### src/rtl/mini_alu_pkg.sv
// Shared definitions for the mini ALU: opcode encoding, default data width
// and the signed-overflow helpers used by the datapath.
package mini_alu_pkg;

  localparam int MINI_ALU_WIDTH = 8;

  typedef enum logic [2:0] {
    OP_ADD = 3'b000,
    OP_SUB = 3'b001,
    OP_AND = 3'b010,
    OP_OR  = 3'b011,
    OP_XOR = 3'b100,
    OP_SHL = 3'b101,
    OP_SHR = 3'b110,
    OP_NOT = 3'b111
  } op_e;

  // Addition overflows when both operands share a sign the result does not.
  function automatic logic add_ovf(input logic a_msb, input logic b_msb, input logic r_msb);
    return (a_msb == b_msb) && (r_msb != a_msb);
  endfunction

  // Subtraction overflows when operand signs differ and the result leaves A's sign.
  function automatic logic sub_ovf(input logic a_msb, input logic b_msb, input logic r_msb);
    return (a_msb != b_msb) && (r_msb != a_msb);
  endfunction

endpackage

### src/rtl/mini_alu_core.sv
// Purely combinational ALU datapath: result plus carry/zero/negative/overflow.
module mini_alu_core
  import mini_alu_pkg::*;
#(
  parameter int WIDTH = MINI_ALU_WIDTH
) (
  input  logic [WIDTH-1:0] A,
  input  logic [WIDTH-1:0] B,
  input  logic [2:0]       sel,
  output logic [WIDTH-1:0] res,
  output logic             carry,
  output logic             zero,
  output logic             negative,
  output logic             overflow
);

  logic [WIDTH:0] sum_s;
  logic [WIDTH:0] diff_s;

  // Extended-width add/sub so bit WIDTH carries the carry / borrow.
  assign sum_s  = {1'b0, A} + {1'b0, B};
  assign diff_s = {1'b0, A} - {1'b0, B};

  // Operation decode; logic ops leave carry and overflow at 0.
  always_comb begin
    res      = {WIDTH{1'b0}};
    carry    = 1'b0;
    overflow = 1'b0;
    case (sel)
      OP_ADD: begin
        res      = sum_s[WIDTH-1:0];
        carry    = sum_s[WIDTH];
        overflow = add_ovf(A[WIDTH-1], B[WIDTH-1], sum_s[WIDTH-1]);
      end
      OP_SUB: begin
        res      = diff_s[WIDTH-1:0];
        carry    = ~diff_s[WIDTH];  // no borrow means A >= B unsigned
        overflow = sub_ovf(A[WIDTH-1], B[WIDTH-1], diff_s[WIDTH-1]);
      end
      OP_AND: res = A & B;
      OP_OR:  res = A | B;
      OP_XOR: res = A ^ B;
      OP_SHL: begin
        res   = {A[WIDTH-2:0], 1'b0};
        carry = A[WIDTH-1];
      end
      OP_SHR: begin
        res   = {1'b0, A[WIDTH-1:1]};
        carry = A[0];
      end
      OP_NOT: res = ~A;
      default: begin
        res      = {WIDTH{1'b0}};
        carry    = 1'b0;
        overflow = 1'b0;
      end
    endcase
  end

  assign zero     = (res == {WIDTH{1'b0}});
  assign negative = res[WIDTH-1];

endmodule

### src/rtl/mini_alu.sv
// Mini ALU top: registers the core result and flags with one cycle of latency.
// Results and flags hold when no operation is presented; out_valid marks fresh data.
module mini_alu
  import mini_alu_pkg::*;
#(
  parameter int WIDTH = MINI_ALU_WIDTH
) (
  input  logic             clk,
  input  logic             rst,
  input  logic             in_valid,
  input  logic [WIDTH-1:0] A,
  input  logic [WIDTH-1:0] B,
  input  logic [2:0]       sel,
  output logic             out_valid,
  output logic [WIDTH-1:0] y,
  output logic             carry,
  output logic             zero,
  output logic             negative,
  output logic             overflow
);

  logic [WIDTH-1:0] res_s;
  logic             carry_s;
  logic             zero_s;
  logic             negative_s;
  logic             overflow_s;

  logic             out_valid_r;
  logic [WIDTH-1:0] y_r;
  logic             carry_r;
  logic             zero_r;
  logic             negative_r;
  logic             overflow_r;

  mini_alu_core #(.WIDTH(WIDTH)) u_core (
    .A        (A),
    .B        (B),
    .sel      (sel),
    .res      (res_s),
    .carry    (carry_s),
    .zero     (zero_s),
    .negative (negative_s),
    .overflow (overflow_s)
  );

  // Output registers: reset wins, a valid op loads, otherwise hold and drop out_valid.
  always_ff @(posedge clk) begin
    if (rst) begin
      out_valid_r <= 1'b0;
      y_r         <= {WIDTH{1'b0}};
      carry_r     <= 1'b0;
      zero_r      <= 1'b0;
      negative_r  <= 1'b0;
      overflow_r  <= 1'b0;
    end else if (in_valid) begin
      out_valid_r <= 1'b1;
      y_r         <= res_s;
      carry_r     <= carry_s;
      zero_r      <= zero_s;
      negative_r  <= negative_s;
      overflow_r  <= overflow_s;
    end else begin
      out_valid_r <= 1'b0;
    end
  end

  assign out_valid = out_valid_r;
  assign y         = y_r;
  assign carry     = carry_r;
  assign zero      = zero_r;
  assign negative  = negative_r;
  assign overflow  = overflow_r;

endmodule

### config.mk
export PLATFORM = sky130hd
export DESIGN_NAME = mini_alu
export DESIGN_NICKNAME = d
export VERILOG_FILES = /design/src/rtl/mini_alu_pkg.sv /design/src/rtl/mini_alu_core.sv /design/src/rtl/mini_alu.sv
export SDC_FILE = /design/constraint.sdc
export NUM_CORES = 1
export LEC_CHECK = 0
export CAP_MARGIN = 5
export CORE_MARGIN = 8
export CORE_UTILIZATION = 48
export CTS_CLUSTER_SIZE = 20
export DETAILED_ROUTE_END_ITERATION = 7
export PLACE_DENSITY_LB_ADDON = 0.12
export SLEW_MARGIN = 30
export SYNTH_ARGS = -nofsm -noshare
export SYNTH_HDL_FRONTEND = slang
export SYNTH_SLANG_ARGS = --single-unit
export TNS_END_PERCENT = 1
### constraint.sdc
create_clock -name clk -period 2.3 [get_ports clk]
set_input_delay 0.46 -clock clk [delete_from_list [all_inputs] [get_ports clk]]
set_output_delay 0.46 -clock clk [all_outputs]
set_load 0.02 [all_outputs]
==> results of run 1 <==
-- state kept, by name, summed over array words and instances, names as in the netlist --
name,cells
carry,1
out_valid,1
overflow,1
y,8
zero,1
-- cells in the final DEF (no fill, tap or decap), drive strengths merged, types with 2 or more instances in the layout --
cell	instances
buf	80
inv	29
ha	24
nor2	22
clkdlybuf4s50	19
a21oi	18
dfxtp	12
o21ai	10
nand2	9
dlygate4sd2	8
mux2i	8
nand2b	8
a221oi	8
a211oi	7
nand3	6
a21o	5
clkbuf	5
o211ai	4
nor2b	4
o21bai	3
o31ai	3
nor3	3
or3	2
a221o	2
mux4	2
and3	2
fa	2
dlymetal6s2s	2
o221ai	2
o221a	2
o22ai	2
-- where the power goes --
part | leakage (nW) | total, W | switching, W | internal [W]
Combinational | 1.28 | 0.000667 | 0.000327 | 0.000340
Sequential | 0.0986 | 0.000232 | 0.00000763 | 0.000224
Clock | 0.0216 | 0.000182 | 0.0000677 | 0.000115
Total | 1.40 | 0.00108 | 0.000402 | 0.000679
-- critical path, cell delays in order --
cell	delay (ns)
buf_4	0.11
ha_4	0.14
inv_2	0.04
fa_2	0.34
nand2b_4	0.16
a2111oi_4	0.36
nor2_1	0.11
a221o_1	0.34
a22oi_2	0.13
nand4b_1	0.13
o21ai_1	0.07
-- area by class of cell --
type	instances	area (um^2)
clock buffers	3	41.3
fillers	256	644
inverters	29	114
multi-input cells	179	1640
flip-flops and latches	12	240
well taps	48	60.1
repair buffers	112	946
-- worst max-delay path by stage --
stage	cells past startpoint	end	startpoint	slack (ns)
after global placement	12	carry	A[0]	-0.64
final	11	zero	A[0]	0.01
after global routing	11	zero	A[0]	-0.05
after floorplan	10	zero	A[0]	0.03
after CTS	11	zero	A[0]	0.009
after detailed placement	11	zero	A[0]	-0.68
-- per-layer routing --
metal | GRT usage, % | up-vias | share of wire (%)
met5 | 0 | - | 0
met4 | 5.00 | 0 | 1.3
met3 | 2.51 | 19 | 8.5
met2 | 34.1 | 124 | 48
met1 | 25.3 | 1037 | 42
li1 | - | 1050 | -
-- what timing repair did --
action,4_1_cts,5_1_grt
buffers inserted,4,4
endpoints found under the setup margin,10,9
gates resized for setup,56,27
hold buffers,0,0
pin swaps,19,22
-- through the flow --
| step | worst slack, ns | util, % | hold slack, ns | instances | TNS (ns) |
|---|---|---|---|---|---|
| 6_report | 0.0143 | 82.5 | 0.462 | 383 | 0 |
| 5_1_grt | -0.0539 | 82.5 | 0.469 | 383 | -0.0660 |
| 4_1_cts | 0.00901 | 79.9 | 0.462 | 379 | 0 |
| 3_5_place_dp | -0.679 | 74.3 | 0.455 | 372 | -5.61 |
| 3_3_place_gp | -0.638 | 74.3 | 0.454 | 372 | -5.03 |
| 2_1_floorplan | 0.0286 | - | 0.535 | 232 | 0 |
-- kinds of logic (layout without fill, tap and decap cells) --
logic type      count (synthesis)  after routing  synth area share (%)
simple gates                   61             61                  16.9
buf+inv                        41            144                  11.3
compound gates                 79             79                  32.4
xor+xnor                        2              2                 0.940
mux                            11             11                  7.32
flops                          12             12                  12.9
fa+ha+maj                      26             26                  18.3
==> flow_summary_export.csv, run 1 <==
group,metric,value,unit
critical_path,cp-start-kind,"input port",
layout,nNetsFinal,385,
sta,min_period,2.29,ns
global_routing,gr-total-overflow,0,
critical_path,r2r_cells,2,
detailed_routing,drt-pass1-iter-count,5,
place,placed_cell_area,2740,um^2
sta,clock.fmax,438,MHz
layout,design_area,3040,um^2
detailed_routing,vias_per_cell,5.82,
power,power.density,355,nW/um^2
yosys,synth.top_cells.by_count,"inv_1, ha_1, nor2_1",
sta,setup_viol,0,
sta,maxSlewViolCount,0,
sta,relSlewSlack,74.9,%
cts,numCtsBuffers,3,
floorplan,coreArea,3690,um^2
yosys,synthCells,232,
yosys,synth_seq_area_share,12.9,%
hold_path,min_path_cells,2,
yosys,ys_warn_count,0,
cts,clk_path_buf_depth,2,
floorplan,start_util,50.5,%
detailed_routing,wl_per_cell,16.7,um
critical_path,reg2reg_from,"y[7]",
place,portBuffers,34,
sta,clock_skew,0,ns
detailed_routing,postRouteAntennaNets,0,
floorplan,die_x,78.3,um
floorplan,num_io_pins,35,
yosys,synth_fp_nets,280,
layout,area_growth,63.4,%
critical_path,required,2.42,ns
yosys,synth_top_area_share,16.1,%
yosys,synth_most_common_cell,"inv_1",
layout,num_antenna_cells,0,
flow_run,maxCapViolCount,0,
global_routing,antenna_found_initial,0,
yosys,ys_ff_latch,12,
global_routing,grt_pass1_vias,2142,
cts,cts.sinks,12,
detailed_routing,dr.first_iter.drc_count,232,
cts,clkLatencyLatePin,0.23,ns
sta,max_slew.worst_pin.slew,0.376,ns
critical_path,r2r_setup_slack,1.58,ns
global_routing,grt_max_degree,22,
critical_path,worst-setup-path-type,"in2reg",
critical_path,crit_fanout,3,
critical_path,endpoint_kind,"flop",
yosys,ys_types,60,
yosys,mappedNetlistArea,1860,um^2
critical_path,timing.rr.end,"y[7]",
yosys,synth_top_cell_by_area,"ha_1",
cts,path_clk_slew,0.05,ns
yosys,avgSynthCellArea,8.03,um^2
power,total_power,0.00108,W
power,ir_drop,0.153,mV
floorplan,row_count,22,
outcome,status,"finished clean",
place,hpwl,4540,um
place,place.gp.congestion,0.928,
cts,root_buffer,"clkbuf_8",
yosys,synth_edf_count,0,
yosys,ys_async_sr_fraction,0,%
yosys,synth_area_leaders,"ha_1, dfxtp_1, inv_1",
critical_path,cp.arrival,2.41,ns
cts,htree_levels,1,
hold_path,hp-class,"reg2reg",
sta,rsz0062_at_grt,"yes",
yosys,dominantRegCellSynth,"dfxtp_1",
detailed_routing,routed_wl,6380,um
sta,period_share,99.4,%
hold_path,hp-start,"carry",
cts,cts_tree,"done",
sta,hold_viol_final,0,
floorplan,fp.dieH,78.3,um
hold_path,hold_end,"carry",
detailed_routing,drc,0,
layout,drive_gt1_share,43.9,%
global_routing,globalRouteTotalUtil,19.8,%
global_routing,grt_pass1_wl,10200,um
detailed_routing,via_count,2230,
floorplan,dieArea,6130,um^2
power,leakage,1.40,nW
Note: power is estimated with default switching activity, not from simulation.
==> run 2, diff against run 1 <==
--- a/config.mk
+++ b/config.mk
@@ -11,6 +11,8 @@
 export CTS_CLUSTER_SIZE = 20
 export DETAILED_ROUTE_END_ITERATION = 7
 export PLACE_DENSITY_LB_ADDON = 0.12
+export RECOVER_POWER = 50
+export SKIP_CTS_REPAIR_TIMING = 1
 export SLEW_MARGIN = 30
 export SYNTH_ARGS = -nofsm -noshare
 export SYNTH_HDL_FRONTEND = slang
==> flow_summary_export.csv, run 2 (synthesized netlist as in run 1, its figures left out) <==
group,metric,value,unit
critical_path,cp-start-kind,"input port",
hold_path,hp-class,"reg2reg",
detailed_routing,top_layer,"met4",
layout,layout_commonest_cell,"buf_4",
global_routing,antenna_found_initial,0,
detailed_routing,drt-pass1-iter-count,5,
cts,path_clk_slew,0.05,ns
global_routing,gr-total-overflow,0,
critical_path,path_delay_family,"compound AO/OA/AOI/OAI gates",
sta,relSlewSlack,77.8,%
critical_path,critPathBufInv,2,
sta,clock.fmax,438,MHz
power,leakage,1.50,nW
layout,area_growth,64.9,%
flow_run,maxCapViolCount,0,
detailed_routing,wl_met1,2680,um
detailed_routing,dr.first_iter.drc_count,180,
sta,setup_viol,0,
cts,cts.sinks,12,
floorplan,dieArea,6130,um^2
cts,root_buffer,"clkbuf_8",
detailed_routing,postRouteAntennaNets,0,
cts,htree_levels,1,
detailed_routing,wl_met2,2980,um
power,p_comb_share,61.4,%
power,clock_power_share,17.0,%
detailed_routing,drc,0,
sta,holdWs,0.459,ns
sta,min_period,2.28,ns
floorplan,num_io_pins,35,
sta,rsz0062_at_grt,"yes",
cts,clk_path_buf_depth,2,
critical_path,endpoint_kind,"flop",
floorplan,coreArea,3690,um^2
cts,numCtsBuffers,3,
place,preCtsSetupSlack,-0.679,ns
sta,maxSlewViolCount,0,
detailed_routing,wl_per_cell,16.4,um
place,dp.cells,372,
detailed_routing,routed_wl,6250,um
power,switching_share,37.4,%
place,place.gp.congestion,0.928,
global_routing,grt_pass1_vias,1982,
place,hpwl,4540,um
layout,largest_reg_flops,8,
detailed_routing,vias_per_cell,5.86,
cts,clkLatencyLatePin,0.23,ns
floorplan,row_count,22,
power,power.switching,0.000400,W
layout,final_cells,381,
critical_path,cp_cell_sequence,"buf_4, ha_4, inv_2, fa_2, nand2b_4, a2111oi_4, nor2_1, a221o_1, a22oi_2, nand4b_1, o21ai_1",
cts,cts_tree,"done",
power,power.share.sequential,21.6,%
layout,design_area,3070,um^2
critical_path,cp.arrival,2.40,ns
critical_path,max_stage_delay,0.36,ns
detailed_routing,via_count,2232,
layout,nNetsFinal,383,
critical_path,required,2.42,ns
sta,max_slew.worst_pin.slew,0.333,ns
critical_path,r2r_setup_slack,1.59,ns
floorplan,fp.dieH,78.3,um
sta,period_share,99.2,%
power,p_int,0.000670,W
floorplan,die_x,78.3,um
critical_path,crit_fanout,3,
critical_path,worst-setup-path-type,"in2reg",
global_routing,grt_max_degree,22,
critical_path,slowest_stage,"fa_2",
layout,num_antenna_cells,0,
layout,final_cell_mix,"buf_4, nor2_1, inv_2",
place,portBuffers,34,
outcome,status,"finished clean",
power,power.density,348,nW/um^2
floorplan,start_util,50.5,%
global_routing,grt_pass1_wl,9180,um
power,ir_drop,0.151,mV
detailed_routing,wl_met3,465,um
sta,clock_skew,0,ns
place,placed_cell_area,2740,um^2
layout,drive_gt1_share,44.4,%
sta,fin_ws,0.0184,ns
global_routing,globalRouteTotalUtil,17.7,%
sta,hold_viol_final,0,
==> run 2: worst paths after layout <==
check	start	to	depth (start not counted)
worst max-delay path	A[0]	zero	11
worst min-delay path	carry	carry	2
worst max register to register	y[7]	y[7]	2
worst min register to register	carry	carry	2
==> run 2: power by group through the flow <==
| stage | sequential [W] | combinational [W] | clock, W |
|---|---|---|---|
| floorplan | 0.000254 | 0.000289 | 0 |
| global placement | 0.000235 | 0.000553 | 0 |
| global route | 0.000232 | 0.000705 | 0.000199 |
| finish | 0.000231 | 0.000656 | 0.000182 |
| CTS | 0.000232 | 0.000567 | 0.000184 |
| detailed placement | 0.000236 | 0.000564 | 0 |
==> run 2: cell type report <==
class | count | area [um^2]
well taps | 48 | 60.1
flip-flops and latches | 12 | 240
inverters | 29 | 116
fillers | 253 | 616
repair buffers | 110 | 958
multi-input cells | 179 | 1660
clock buffers | 3 | 41.3
==> run 2: metal layers <==
metal  global-route usage, %  up-vias
met5                       0        -
met4                    4.44        0
met1                    23.8     1060
li1                        -     1045
met3                    2.51       19
met2                    28.7      108
==> run 2: per-stage QoR <==
stage	util, %	total power [W]	TNS (ns)
after floorplan	-	0.000542	0
after global placement	74.3	0.000788	-5.03
after global routing	83.3	0.00114	-0.0528
after detailed placement	74.3	0.000800	-5.61
after CTS	75.4	0.000983	-3.11
final	83.3	0.00107	0
==> run 2: worst register-to-register path, cell delays in order, from the launching register on <==
cell and delay [ns]:
dfxtp_1 0.31, and3_1 0.16, a21o_1 0.14
